### src/rtl/router_out_arbiter.sv
// -----------------------------------------------------------------------------
// router_out_arbiter
//
// Packet-level switch allocator and output stage for one output port of the
// 4-port wormhole router. It arbitrates round-robin among inputs whose
// head-of-line flit is a HEAD targeting this output. The grant is held from
// HEAD to TAIL. The granted input's flits pass into a registered output with a
// valid/ready handshake.
//
// Flit format (FLIT_SIZE = 19):
//   [18] valid, [17:16] type (0 HEAD, 1 TAIL, 2 BODY, 3 NONE), [15:0] payload
//
// Ports:
//   clk          clock
//   rst          asynchronous, active-high reset
//   req_i        per-input request: head-of-line flit is routed here
//   flit_i       flattened head-of-line flits, input i at [i*FLIT_SIZE +: FLIT_SIZE]
//   pop_o        one-hot, combinational: flit of input i consumed this cycle
//   grant_o      one-hot current owner, zero when IDLE
//   out_flit_o   registered output flit
//   out_valid_o  out_flit_o is valid
//   out_ready_i  downstream accepts out_flit_o
//   state_o      IDLE=0, ROUTING=1 (never entered), ACTIVE=2, WAITING=3
//   err_o        sticky protocol error
//
// Optional feature: define ROUTER_ARB_WATCHDOG_EN to add a WAITING-state
// watchdog. The watchdog forces a release and sets err_o after WD_TIMEOUT
// stalled cycles.
// -----------------------------------------------------------------------------
module router_out_arbiter #(
    parameter int NUM_OF_PORTS = 4,
    parameter int FLIT_SIZE    = 19,
    parameter int NUM_OF_FLITS = 4,
    parameter int WD_TIMEOUT   = 64
) (
    input  logic                              clk,
    input  logic                              rst,
    input  logic [NUM_OF_PORTS-1:0]           req_i,
    input  logic [NUM_OF_PORTS*FLIT_SIZE-1:0] flit_i,
    output logic [NUM_OF_PORTS-1:0]           pop_o,
    output logic [NUM_OF_PORTS-1:0]           grant_o,
    output logic [FLIT_SIZE-1:0]              out_flit_o,
    output logic                              out_valid_o,
    input  logic                              out_ready_i,
    output logic [1:0]                        state_o,
    output logic                              err_o
);

    localparam int PW = (NUM_OF_PORTS > 1) ? $clog2(NUM_OF_PORTS) : 1;
    localparam int CW = (NUM_OF_FLITS > 1) ? $clog2(NUM_OF_FLITS) : 1;

    typedef enum logic [1:0] {
        IDLE    = 2'd0,
        ROUTING = 2'd1,
        ACTIVE  = 2'd2,
        WAITING = 2'd3
    } state_t;

    typedef enum logic [1:0] {
        TYPE_HEAD = 2'd0,
        TYPE_TAIL = 2'd1,
        TYPE_BODY = 2'd2,
        TYPE_NONE = 2'd3
    } flit_type_t;

    state_t                  state;
    logic [NUM_OF_PORTS-1:0] grant;
    logic [PW-1:0]           gidx;
    logic [PW-1:0]           ptr;
    logic [CW-1:0]           cnt;
    logic [FLIT_SIZE-1:0]    out_flit;
    logic                    out_valid;
    logic                    err;

    logic [NUM_OF_PORTS-1:0] eligible;
    logic [PW-1:0]           cand;
    logic [PW-1:0]           winner;
    logic                    found;
    logic [FLIT_SIZE-1:0]    cur_flit;
    flit_type_t              cur_type;
    logic                    load;
    logic                    pop_fire;
    logic                    last_flit;
    logic                    proto_err;
    logic                    wd_expire;
    logic                    release_now;

    // Only a valid HEAD may open a packet; other request types are ignored.
    for (genvar i = 0; i < NUM_OF_PORTS; i++) begin : g_elig
        assign eligible[i] = req_i[i]
                           && flit_i[i*FLIT_SIZE + FLIT_SIZE - 1]
                           && (flit_i[i*FLIT_SIZE + FLIT_SIZE - 3 +: 2] == TYPE_HEAD);
    end

    // Round-robin scan starting at ptr: the first eligible input wins.
    // NOTE: every variable written in always_comb gets a default first, so no latch is inferred.
    always_comb begin
        found  = 1'b0;
        winner = '0;
        cand   = '0;
        for (int k = 0; k < NUM_OF_PORTS; k++) begin
            cand = PW'((int'(ptr) + k) % NUM_OF_PORTS);
            if (!found && eligible[cand]) begin
                found  = 1'b1;
                winner = cand;
            end
        end
    end

    assign cur_flit  = flit_i[int'(gidx)*FLIT_SIZE +: FLIT_SIZE];
    assign cur_type  = flit_type_t'(cur_flit[FLIT_SIZE-2 -: 2]);
    assign load      = !out_valid || out_ready_i;
    assign pop_fire  = ((state == ACTIVE) || (state == WAITING))
                     && req_i[gidx] && cur_flit[FLIT_SIZE-1] && load;
    assign last_flit = (cnt == CW'(NUM_OF_FLITS - 1));

    // A HEAD inside a packet, or a full-length packet without a TAIL.
    assign proto_err = pop_fire && (((cur_type == TYPE_HEAD) && (cnt != '0))
                                 || (last_flit && (cur_type != TYPE_TAIL)));

`ifdef ROUTER_ARB_WATCHDOG_EN
    localparam int WW = $clog2(WD_TIMEOUT + 1);
    logic [WW-1:0] wd_cnt;

    // Counts stalled WAITING cycles. The cycle that would reach WD_TIMEOUT
    // releases the grant instead.
    assign wd_expire = (state == WAITING) && !pop_fire && (wd_cnt == WW'(WD_TIMEOUT - 1));

    always_ff @(posedge clk or posedge rst) begin
        if (rst) begin
            wd_cnt <= '0;
        end else if ((state == WAITING) && !pop_fire && !wd_expire) begin
            wd_cnt <= wd_cnt + 1'b1;
        end else begin
            wd_cnt <= '0;
        end
    end
`else
    assign wd_expire = 1'b0;
`endif

    // The grant is dropped on a TAIL or on forced termination. The output
    // register drains on its own.
    assign release_now = (pop_fire && ((cur_type == TYPE_TAIL) || last_flit)) || wd_expire;

    // NOTE: sequential state uses non-blocking assignments so all registers update together at the edge.
    always_ff @(posedge clk or posedge rst) begin
        if (rst) begin
            state     <= IDLE;
            grant     <= '0;
            gidx      <= '0;
            ptr       <= '0;
            cnt       <= '0;
            out_flit  <= '0;
            out_valid <= 1'b0;
            err       <= 1'b0;
        end else begin
            if (proto_err || wd_expire) begin
                err <= 1'b1;
            end

            if (pop_fire) begin
                out_flit  <= cur_flit;
                out_valid <= 1'b1;
            end else if (load) begin
                out_valid <= 1'b0;
            end

            case (state)
                IDLE: begin
                    if (found) begin
                        grant <= NUM_OF_PORTS'(1) << winner;
                        gidx  <= winner;
                        state <= ACTIVE;
                    end
                end
                ACTIVE, WAITING: begin
                    if (release_now) begin
                        state <= IDLE;
                        grant <= '0;
                        ptr   <= PW'((int'(gidx) + 1) % NUM_OF_PORTS);
                        cnt   <= '0;
                    end else if (pop_fire) begin
                        state <= ACTIVE;
                        cnt   <= cnt + 1'b1;
                    end else if (load) begin
                        // The flit is absent and the output has room, so park.
                        state <= WAITING;
                    end
                end
                default: state <= IDLE;
            endcase
        end
    end

    assign pop_o       = pop_fire ? grant : '0;
    assign grant_o     = grant;
    assign out_flit_o  = out_flit;
    assign out_valid_o = out_valid;
    assign state_o     = state;
    assign err_o       = err;

endmodule

### config.mk
export PLATFORM = sky130hd
export DESIGN_NAME = router_out_arbiter
export DESIGN_NICKNAME = d
export VERILOG_FILES = /design/src/rtl/router_out_arbiter.sv
export SDC_FILE = /design/constraint.sdc
export NUM_CORES = 1
export LEC_CHECK = 0
export BUFFER_PORTS_ARGS = -buffer_cell sky130_fd_sc_hd__clkbuf_2
export CORE_ASPECT_RATIO = 0.9
export CORE_MARGIN = 4
export CORE_UTILIZATION = 40
export DETAILED_ROUTE_END_ITERATION = 6
export PLACE_DENSITY = 0.77
export SLEW_MARGIN = 10
export SYNTH_ARGS = -nofsm -noshare
export SYNTH_HDL_FRONTEND = slang
export SYNTH_SLANG_ARGS = --single-unit
### constraint.sdc
create_clock -name clk -period 1.9 [get_ports clk]
set_input_delay 0.38 -clock clk [delete_from_list [all_inputs] [get_ports clk]]
set_output_delay 0.38 -clock clk [all_outputs]
set_load 0.02 [all_outputs]
# --- Yosys cells after proc, flatten, opt, wreduce, memory -nomap -nowiden ---
# Cells that the tools add are included.
op_classes:
  addsub: 5
  n_mul: 1
  n_lt_le_gt_ge: 5
  n_eq_ne: 8
  n_shift: 2
  n_mux: 31
  reduce_logical: 42
op_table:
  columns: ["op", "count"]
  rows:
  - ["76-bit by 8-bit indexed part select with 19-bit output", 1]
  - ["2-bit two-way mux", 10]
  - ["1-bit logical AND", 18]
  - ["2-bit by 3-bit < comparator with 1-bit output (second input constant)", 5]
  - ["2-bit zero test", 6]
  - ["4-bit two-way mux", 3]
  - ["1-bit two-way mux", 11]
  - ["1-bit binary-select mux with 2-bit select", 5]
  - ["4-bit case mux with 2 select lines", 1]
  - ["2-bit AND reduction", 4]
  - ["2-bit nonzero test", 4]
  - ["2-bit by 5-bit multiplier with 7-bit output (second input constant)", 1]
  - ["2-bit by 1-bit adder with 2-bit output (second input constant)", 3]
  - ["2-bit == test (second input constant)", 3]
  - ["2-bit adder (second input constant)", 2]
  - ["1-bit zero test", 4]
  - ["1-bit logical OR", 4]
  - ["2-bit != test (second input constant)", 2]
  - ["4-bit != test (second input constant)", 1]
  - ["2-bit case mux with 2 select lines", 1]
  - ["1-bit by 2-bit left shift with 4-bit output (first input constant)", 1]
  - ["3-bit AND reduction", 1]
  - ["2-bit by 1-bit == test with 1-bit output (second input constant)", 1]
  - ["2-bit by 1-bit != test with 1-bit output (second input constant)", 1]
  - ["2-bit OR reduction", 1]
totals:
  register_bits: 33
  out_inout_bits: 31
  word_cells: 102

# --- Logic depth before layout (Yosys ltp) ---
# Gate-level depths: netlist of the first run.
depth:
  word_depth: 17
  mapped_depth: 5

# --- Worst setup path after synthesis of the first run ---
# Ideal clock, no wire load.
synth_path:
  path_kind: "register to output"
  from: "register gidx[1]"
  to: "output pop_o[0]"
  arrival_time_ns: 1.676
  t_required_ns: 1.520
  path_slack_ns: -0.156
  stages_incl_launch_ff: 6
  path_buffers: 2
  cell_sequence: "dfrtp_1 buf_6 mux4_2 nor2_4 buf_6 and2_1"
synth_via:
  elab_chain_len: 6
synth_lines:
  columns: ["element", "line", "source"]
  rows:
  - ["from (decl)", "68", "logic [PW-1:0] gidx;"]
  - ["from (signal assigned)", "173", "gidx <= winner;"]
  - ["parallel branches: the longest is 3 deep, another holds 2-bit by 5-bit multiplier with 7-bit output", null, null]
  - ["1-bit logical AND (*) (2 in a row)", "114", "&& req_i[gidx] && cur_flit[FLIT_SIZE-1] && load;"]
  - ["4-bit two-way mux (*)", "196", "assign pop_o = pop_fire ? grant : '0;"]
  - ["to (decl)", "40", "output logic [NUM_OF_PORTS-1:0] pop_o,"]
# Every way passes the cells marked *. The select of a mux whose other input is x is not followed.

# --- Worst setup path in the final report of the first run ---
# Ends and elaborated chain as after synthesis.

==> out/summary.log, run 1 <==
INFO  floorplanning  die_height=74.7µm
INFO  timing         skew_final=0.00909ns
INFO  clock_network  clockRootBuffer=sky130_fd_sc_hd__clkbuf_8
INFO  timing         final.setup.worst_slack=-0.177ns
INFO  routing        via_count=1743
INFO  pwr            total_leakage_power=1.40nW
INFO  finish         area_growth_syn_to_layout=46.8%
INFO  synth          ys_warn_count=0
INFO  synth          yosysUniqueCellTypes=39
INFO  routing        detail-route-antenna-nets=0
INFO  clock_network  clock_sink_total=33
INFO  timing         grt_setup_unrepaired=true
INFO  min_path       min-delay-path-class=in -> async
INFO  routing        detail_route.wl_per_cell=15.9µm
INFO  pwr            power.density_cell_area=1420nW/µm²
INFO  finish         final_layout_size_suffix_gt1_share=68.6%
INFO  synth          syn-instance-count=143
INFO  clock_network  cts-root-to-sink-buffers=2
INFO  critical_path  critPathRequiredTime=1.52ns
INFO  critical_path  worst_r2r_path_depth=4
INFO  critical_path  timing.critical_path.from_type=flop
INFO  synth          synth-compound-area-share=9.04%
INFO  run_status     failed_checks=setup timing
INFO  clock_network  clock_latency_on_the_worst_skew_pair=0.29ns
INFO  timing         maxSlewViolCount=0
INFO  finish         nNetsFinal=358
INFO  grt            antenna_found_initial=0
INFO  floorplanning  floorplan.core_area=4800µm²
INFO  pwr            intPower=2.60mW
INFO  floorplanning  start_util=41.2%
INFO  pwr            switching_fraction=36.9%
INFO  run_status     status=finished with violations
INFO  timing         worst-slew-pin-transition=0.493ns
INFO  critical_path  criticalPathCategory=reg -> out
INFO  grt            grt_remaining_overflow=0
INFO  finish         fillCellCount=401
INFO  critical_path  critical_path.reg2reg.endpoint=ptr[1]
INFO  clock_network  tritoncts.num_buffers=5
INFO  synth          syn-num-nets=228
INFO  timing         finalCriticalPeriod=2.08ns
INFO  timing         setup_viol=4
INFO  grt            globalRouteTotalUtil=18.5%
INFO  routing        drcViolationCount=0
INFO  synth          register_bit_count_reported_by_yosys=33
INFO  timing         final_hold_viol_count=0
INFO  floorplanning  num_io_pins=114
INFO  placement      gp_congestion=0.874
INFO  synth          netlist_area=1980µm²
INFO  placement      preCtsSetupSlack=-0.0505ns
INFO  critical_path  timing.critical_path.fanout_max=5
INFO  synth          synth_fa_ha_area_share=1.26%
INFO  routing        vias_per_cell=5.14
INFO  timing         slew-limit-headroom=66.7%
INFO  clock_network  cts_tree=done
INFO  critical_path  launching_point_of_the_worst_reg2reg_path=gidx[1]
INFO  grt            grt_start_max_net_pins=34
INFO  finish         combined_area_of_the_multi_input_logic_cells=1090µm²
INFO  placement      detailed_place_hpwl=4.44mm
INFO  grt            grt_pass1_wl=8.38mm
INFO  synth          synth.yosys.seq_area_share=41.7%
INFO  timing         fin_crit_sh=109%
INFO  synth          synthMuxAreaShare=33.7%
INFO  synth          synth_top_family_by_area=multiplexers
INFO  synth          avgSynthCellArea=13.8µm²
INFO  clock_network  clk_transition_reported_paths=0.07ns
INFO  critical_path  critical_path.startpoint=gidx[1]
INFO  pwr            power_frac_clock=18.9%
INFO  critical_path  timing.reg2reg.setup_slack=0.01ns
INFO  clock_network  cts-htree-levels=2
INFO  pwr            netSwitchingPower=1.52mW
INFO  routing        route.final.wire_length=5.40mm
INFO  floorplanning  dieArea=6140µm²
INFO  critical_path  cp-end-kind=output pin
INFO  timing         tns=-0.690ns
INFO  synth          synth_simple_gate_area_share=10.1%
INFO  pwr            sequential_fraction_of_design_power=29.8%
INFO  job            drv_cap=0
INFO  floorplanning  fp.dieW=82.2µm
INFO  pwr            ir_worst_vdd=0.000682V
INFO  grt            number_of_global_route_vias_before_repair=1800
INFO  finish         sequential_cell_area=826µm²
INFO  placement      buffer_ports.inserted=113
INFO  floorplanning  placement_rows=24
INFO  critical_path  worst-endpoint-arrival=1.70ns
INFO  routing        drt_iter0_drc=70
INFO  timing         fmax=0.481GHz
INFO  pwr            report.power.total=4.11mW
INFO  critical_path  timing.critical_path.to=pop_o[0]
INFO  finish         antenna-diode-count=0
INFO  routing        first_pass_iters=4
INFO  synth          yosys.area_share.xor_xnor=0.442%
INFO  pwr            power.combinational.fraction=51.3%
## flip-flops by register name (all words and copies together), names as in the netlist
name and flops:
ptr 2, state_o 2, err_o 1, gidx 2, out_flit_o 19, grant_o 4
cnt 2, out_valid_o 1
## worst max-delay path, cell delays in order, from the launching register on
cell	delay, ns
sky130_fd_sc_hd__dfrtp_1	0.42
sky130_fd_sc_hd__mux4_2	0.57
sky130_fd_sc_hd__nor2_4	0.15
sky130_fd_sc_hd__and2_4	0.17
sky130_fd_sc_hd__buf_8	0.10
## worst min-delay path by stage
stage	start	to	slack, ns	depth (start not counted)
final	rst	out_flit_o[2]	0.15	3
after global routing	rst	out_flit_o[15]	0.19	3
after CTS	rst	out_flit_o[2]	0.15	3
after detailed placement	rst	out_flit_o[15]	0.47	3
after global placement	err_o	err_o	0.46	1
after floorplan	cnt[1]	cnt[1]	0.50	1
## metal layers
layer	vias up	part of all wire (%)	global-route usage (%)	wire (µm)
li1	816	-	-	-
met1	835	38	21.3	2060
met2	83	52	31.9	2830
met3	9	7.9	6.10	429
met4	0	1.5	7.01	80
met5	-	0	0	0
## timing repair
| item | 4_1_cts | 5_1_grt |
|---|---|---|
| pin swaps | 4 | 6 |
| setup buffers | 1 | 0 |
| endpoints found under the setup margin | 4 | 26 |
| hold buffers | 0 | 0 |
| resized for setup | 11 | 6 |
## cell type report
| type | instances | area share, % |
|---|---|---|
| clock buffer | 5 | 2.37 |
| clock inverter | 3 | 2.24 |
| inverter | 6 | 0.775 |
| multi-input combinational | 97 | 37.5 |
| sequential | 33 | 28.4 |
| tap | 65 | 2.80 |
| timing repair buffer | 130 | 25.9 |
## placed cells by master, fill, tap and decap left out, types with 5 or more instances in the layout
cell,count
sky130_fd_sc_hd__buf_4,14
sky130_fd_sc_hd__mux4_2,19
sky130_fd_sc_hd__mux2_2,19
sky130_fd_sc_hd__inv_1,6
sky130_fd_sc_hd__o21ai_0,6
sky130_fd_sc_hd__nand2_1,11
sky130_fd_sc_hd__clkbuf_8,5
sky130_fd_sc_hd__clkbuf_2,109
sky130_fd_sc_hd__dfrtp_1,33
## metrics by stage
| stage | area [µm²] | std cells | hold WS (ns) | util, % |
|---|---|---|---|---|
| global placement | 2700 | 330 | 0.462 | 56.3 |
| CTS | 2890 | 339 | 0.155 | 60.2 |
| floorplan | 1990 | 143 | 0.500 | - |
| finish | 2910 | 339 | 0.145 | 60.5 |
| global route | 2910 | 339 | 0.188 | 60.5 |
| detailed placement | 2700 | 330 | 0.470 | 56.3 |
## power by group through the flow
stage | registers [mW] | clock network [mW] | logic (mW)
after global routing | 1.27 | 0.827 | 2.29
after CTS | 1.23 | 0.791 | 2.13
after floorplan | 1.53 | 0 | 1.13
final | 1.23 | 0.779 | 2.11
after global placement | 1.23 | 0 | 2.04
after detailed placement | 1.24 | 0 | 2.08
## kinds of logic after synthesis
family | Yosys count
muxes | 40
DFF | 33
and+or+nand+nor | 31
AOI/OAI and AO/OA | 23
buffers and inverters | 13
adders and majority gates | 2
xor gates and xnor gates | 1
## synthesized netlist by cell type
master | number | area [µm²]
sky130_fd_sc_hd__nand2b_1 | 2 | 12.5
sky130_fd_sc_hd__nor2_1 | 3 | 11.3
sky130_fd_sc_hd__nand2_1 | 11 | 41.3
sky130_fd_sc_hd__nand4bb_1 | 1 | 11.3
sky130_fd_sc_hd__a21boi_0 | 1 | 7.51
sky130_fd_sc_hd__inv_1 | 6 | 22.5
sky130_fd_sc_hd__o211ai_1 | 1 | 7.51
sky130_fd_sc_hd__o22ai_1 | 1 | 6.26
sky130_fd_sc_hd__or2_2 | 1 | 6.26
sky130_fd_sc_hd__o211a_1 | 1 | 10.0
sky130_fd_sc_hd__a211oi_4 | 1 | 20.0
sky130_fd_sc_hd__buf_2 | 3 | 15.0
sky130_fd_sc_hd__or3_1 | 1 | 6.26
sky130_fd_sc_hd__a31o_2 | 1 | 8.76
sky130_fd_sc_hd__a22oi_1 | 1 | 7.51
sky130_fd_sc_hd__nor4bb_1 | 2 | 20.0
sky130_fd_sc_hd__a211oi_1 | 1 | 7.51
sky130_fd_sc_hd__a21o_1 | 1 | 7.51
sky130_fd_sc_hd__buf_6 | 3 | 33.8
sky130_fd_sc_hd__and4bb_2 | 2 | 25.0
sky130_fd_sc_hd__o41ai_1 | 1 | 8.76
sky130_fd_sc_hd__nor2b_1 | 1 | 6.26
sky130_fd_sc_hd__a21oi_1 | 1 | 5.00
sky130_fd_sc_hd__and2_1 | 4 | 25.0
sky130_fd_sc_hd__a22o_1 | 1 | 8.76
sky130_fd_sc_hd__clkbuf_1 | 1 | 3.75
sky130_fd_sc_hd__mux4_2 | 19 | 428
sky130_fd_sc_hd__xor2_1 | 1 | 8.76
sky130_fd_sc_hd__mux2_4 | 1 | 15.0
sky130_fd_sc_hd__dfrtp_1 | 33 | 826
sky130_fd_sc_hd__nor4b_1 | 1 | 8.76
sky130_fd_sc_hd__o22a_1 | 1 | 8.76
sky130_fd_sc_hd__mux2i_1 | 1 | 10.0
sky130_fd_sc_hd__ha_1 | 2 | 25.0
sky130_fd_sc_hd__nor2_4 | 1 | 11.3
sky130_fd_sc_hd__nand2b_4 | 1 | 13.8
sky130_fd_sc_hd__o21ai_0 | 6 | 30.0
sky130_fd_sc_hd__o32ai_1 | 4 | 35.0
sky130_fd_sc_hd__mux2_2 | 19 | 214
Note: power is estimated with default switching activity, not from simulation.
==> run 2: changes to the inputs <==
- BUFFER_PORTS_ARGS: -buffer_cell sky130_fd_sc_hd__clkbuf_2 -> -buffer_cell sky130_fd_sc_hd__buf_4
- CORE_UTILIZATION: 40 -> 44
- PLACE_DENSITY: 0.77 -> 0.8
- clock period: 1.9 -> 2.15 ns (I/O delays scaled with it)
==> out/summary.log, run 2 (same netlist as run 1, synthesis figures left out) <==
INFO  floorplanning  fp.dieW=78.7µm
INFO  finish         final_common_cell=sky130_fd_sc_hd__buf_4
INFO  pwr            sequential_fraction_of_design_power=31.6%
INFO  placement      buffer_ports.inserted=113
INFO  clock_network  postCtsSetupRepairBufs=0
INFO  placement      detailed_place_hpwl=4.53mm
INFO  pwr            report.power.total=3.47mW
INFO  floorplanning  dieArea=5640µm²
INFO  critical_path  timing.critical_path.cells=mux4_2 -> nor2_4 -> and2_1 -> buf_6
INFO  timing         setup_viol=0
INFO  clock_network  clockRootBuffer=sky130_fd_sc_hd__clkbuf_8
INFO  routing        via_count=1721
INFO  routing        vias_per_cell=5.30
INFO  pwr            switching_fraction=38.1%
INFO  critical_path  cp_buf_inv_count=1
INFO  clock_network  clock_latency_on_the_worst_skew_pair=0.28ns
INFO  critical_path  timing.critical_path.from_type=flop
INFO  finish         mostFrequentLayoutCells=119 x sky130_fd_sc_hd__buf_4, 32 x sky130_fd_sc_hd__dfrtp_1, 19 x sky130_fd_sc_hd__mux4_2, 19 x sky130_fd_sc_hd__mux2_2, 11 x sky130_fd_sc_hd__nand2_1
INFO  grt            grt_start_max_net_pins=34
INFO  critical_path  criticalPathCategory=reg -> out
INFO  pwr            power_frac_clock=12.0%
INFO  finish         nNetsFinal=351
INFO  grt            grt_pass1_wl=8.67mm
INFO  critical_path  worst-endpoint-arrival=1.69ns
INFO  floorplanning  floorplan.core_area=4210µm²
INFO  routing        drt_iter0_drc=54
INFO  timing         worst-slew-pin-transition=0.472ns
INFO  clock_network  cts_tree=done
INFO  timing         maxSlewViolCount=0
INFO  routing        drcViolationCount=0
INFO  timing         grt_setup_unrepaired=true
INFO  timing         final.setup.worst_slack=0.0308ns
INFO  floorplanning  start_util=47.0%
INFO  placement      placed_cells=319
INFO  critical_path  cpPeakStageDelay=0.55ns
INFO  pwr            power.density_cell_area=1150nW/µm²
INFO  pwr            ir_worst_vdd=0.000642V
INFO  finish         antenna-diode-count=0
INFO  critical_path  critPathRequiredTime=1.72ns
INFO  clock_network  tritoncts.num_buffers=5
INFO  grt            grt_remaining_overflow=0
INFO  timing         slew-limit-headroom=68.1%
INFO  grt            number_of_global_route_vias_before_repair=1913
INFO  job            drv_cap=0
INFO  placement      preCtsSetupSlack=0.181ns
INFO  critical_path  timing.reg2reg.setup_slack=0.28ns
INFO  timing         final_hold_viol_count=0
INFO  floorplanning  placement_rows=22
INFO  pwr            power.combinational.fraction=56.4%
INFO  timing         fmax=0.472GHz
INFO  routing        first_pass_iters=4
INFO  critical_path  cp-end-kind=output pin
INFO  pwr            total_leakage_power=1.39nW
INFO  min_path       min-delay-path-class=in -> async
INFO  placement      gp_congestion=0.825
INFO  finish         final_layout_size_suffix_gt1_share=67.2%
INFO  pwr            intPower=2.15mW
INFO  routing        route.final.wire_length=5.42mm
INFO  critical_path  crit_path_top_delay_cell=sky130_fd_sc_hd__mux4_2
INFO  clock_network  clk_transition_reported_paths=0.06ns
INFO  clock_network  clock_sink_total=33
INFO  grt            globalRouteTotalUtil=20.0%
INFO  routing        detail-route-antenna-nets=0
INFO  critical_path  timing.critical_path.fanout_max=6
INFO  clock_network  cts-htree-levels=2
INFO  run_status     status=complete, no violations
INFO  routing        detail_route.wl_per_cell=16.7µm
INFO  floorplanning  die_height=71.6µm
INFO  critical_path  top_cell_family_by_delay_on_the_critical_path=multiplexers
INFO  grt            antenna_found_initial=0
INFO  finish         area_growth_syn_to_layout=52.6%
INFO  finish         flip_flop_count_of_the_largest_register_after_layout=19
INFO  floorplanning  num_io_pins=114
INFO  timing         skew_final=0.00381ns
INFO  finish         final-instance-count-excl-fill=325
INFO  clock_network  cts-root-to-sink-buffers=2
INFO  timing         fin_crit_sh=98.6%
INFO  timing         finalCriticalPeriod=2.12ns
INFO  timing         final.hold.worst_slack=0.233ns
INFO  pwr            netSwitchingPower=1.32mW
INFO  finish         fillCellCount=323
## run 2: layer usage
layer	up-vias	wire length, µm	global-route usage (%)	part of all wire [%]
met5	-	0	0	0
met4	0	96	6.80	1.8
met3	10	634	8.67	12
met2	94	2620	33.8	48
met1	815	2070	22.8	38
li1	802	-	-	-
## run 2: tightest hold or removal path: cells and delay by family
family | cells | cell delay (ns)
buffers and inverters | 3 | 0.50
## run 2: worst paths after layout
path | start | end | cells after the start
min in group clk | out_flit_o[18] | out_flit_o[18] | 1
worst min-delay path | rst | out_flit_o[1] | 3
worst max register to register | gidx[0] | cnt[0] | 5
max in group asynchronous | rst | gidx[1] | 3
worst max-delay path | gidx[1] | pop_o[0] | 4
worst min register to register | out_flit_o[18] | out_flit_o[18] | 1
## run 2: area by class of cell
cell class,instances,area (µm²),share of cell area [%]
Clock buffer,5,68.8,2.28
Tap cell,60,75.1,2.49
Sequential cell,33,827,27.4
Multi-Input combinational cell,97,1080,35.9
Clock inverter,1,5.00,0.166
Inverter,6,22.5,0.746
Timing Repair Buffer,123,938,31.1
## run 2: power groups by stage
stage / Sequential (mW) / Combinational (mW) / Clock (mW)
4_1_cts: 1.10 / 1.98 / 0.430
3_5_place_dp: 1.10 / 1.98 / 0
3_3_place_gp: 1.09 / 1.94 / 0
6_report: 1.10 / 1.96 / 0.417
5_1_grt: 1.14 / 2.11 / 0.457
2_1_floorplan: 1.35 / 0.988 / 0
## run 2: repair_timing
action                                  in CTS  in global routing
resized for setup                            3                  4
hold endpoints to repair                     0                  0
hold buffers                                 0                  0
pin swaps                                    2                  0
endpoints found under the setup margin       4                  4
## run 2: through the flow
step,utilization (%),cell area (µm²),setup TNS (ns)
after floorplan,-,1980,0
after global placement,69.5,2930,0
after detailed placement,69.5,2930,0
after CTS,71.5,3010,-0.0581
after global routing,71.7,3020,-0.112
final,71.7,3020,0
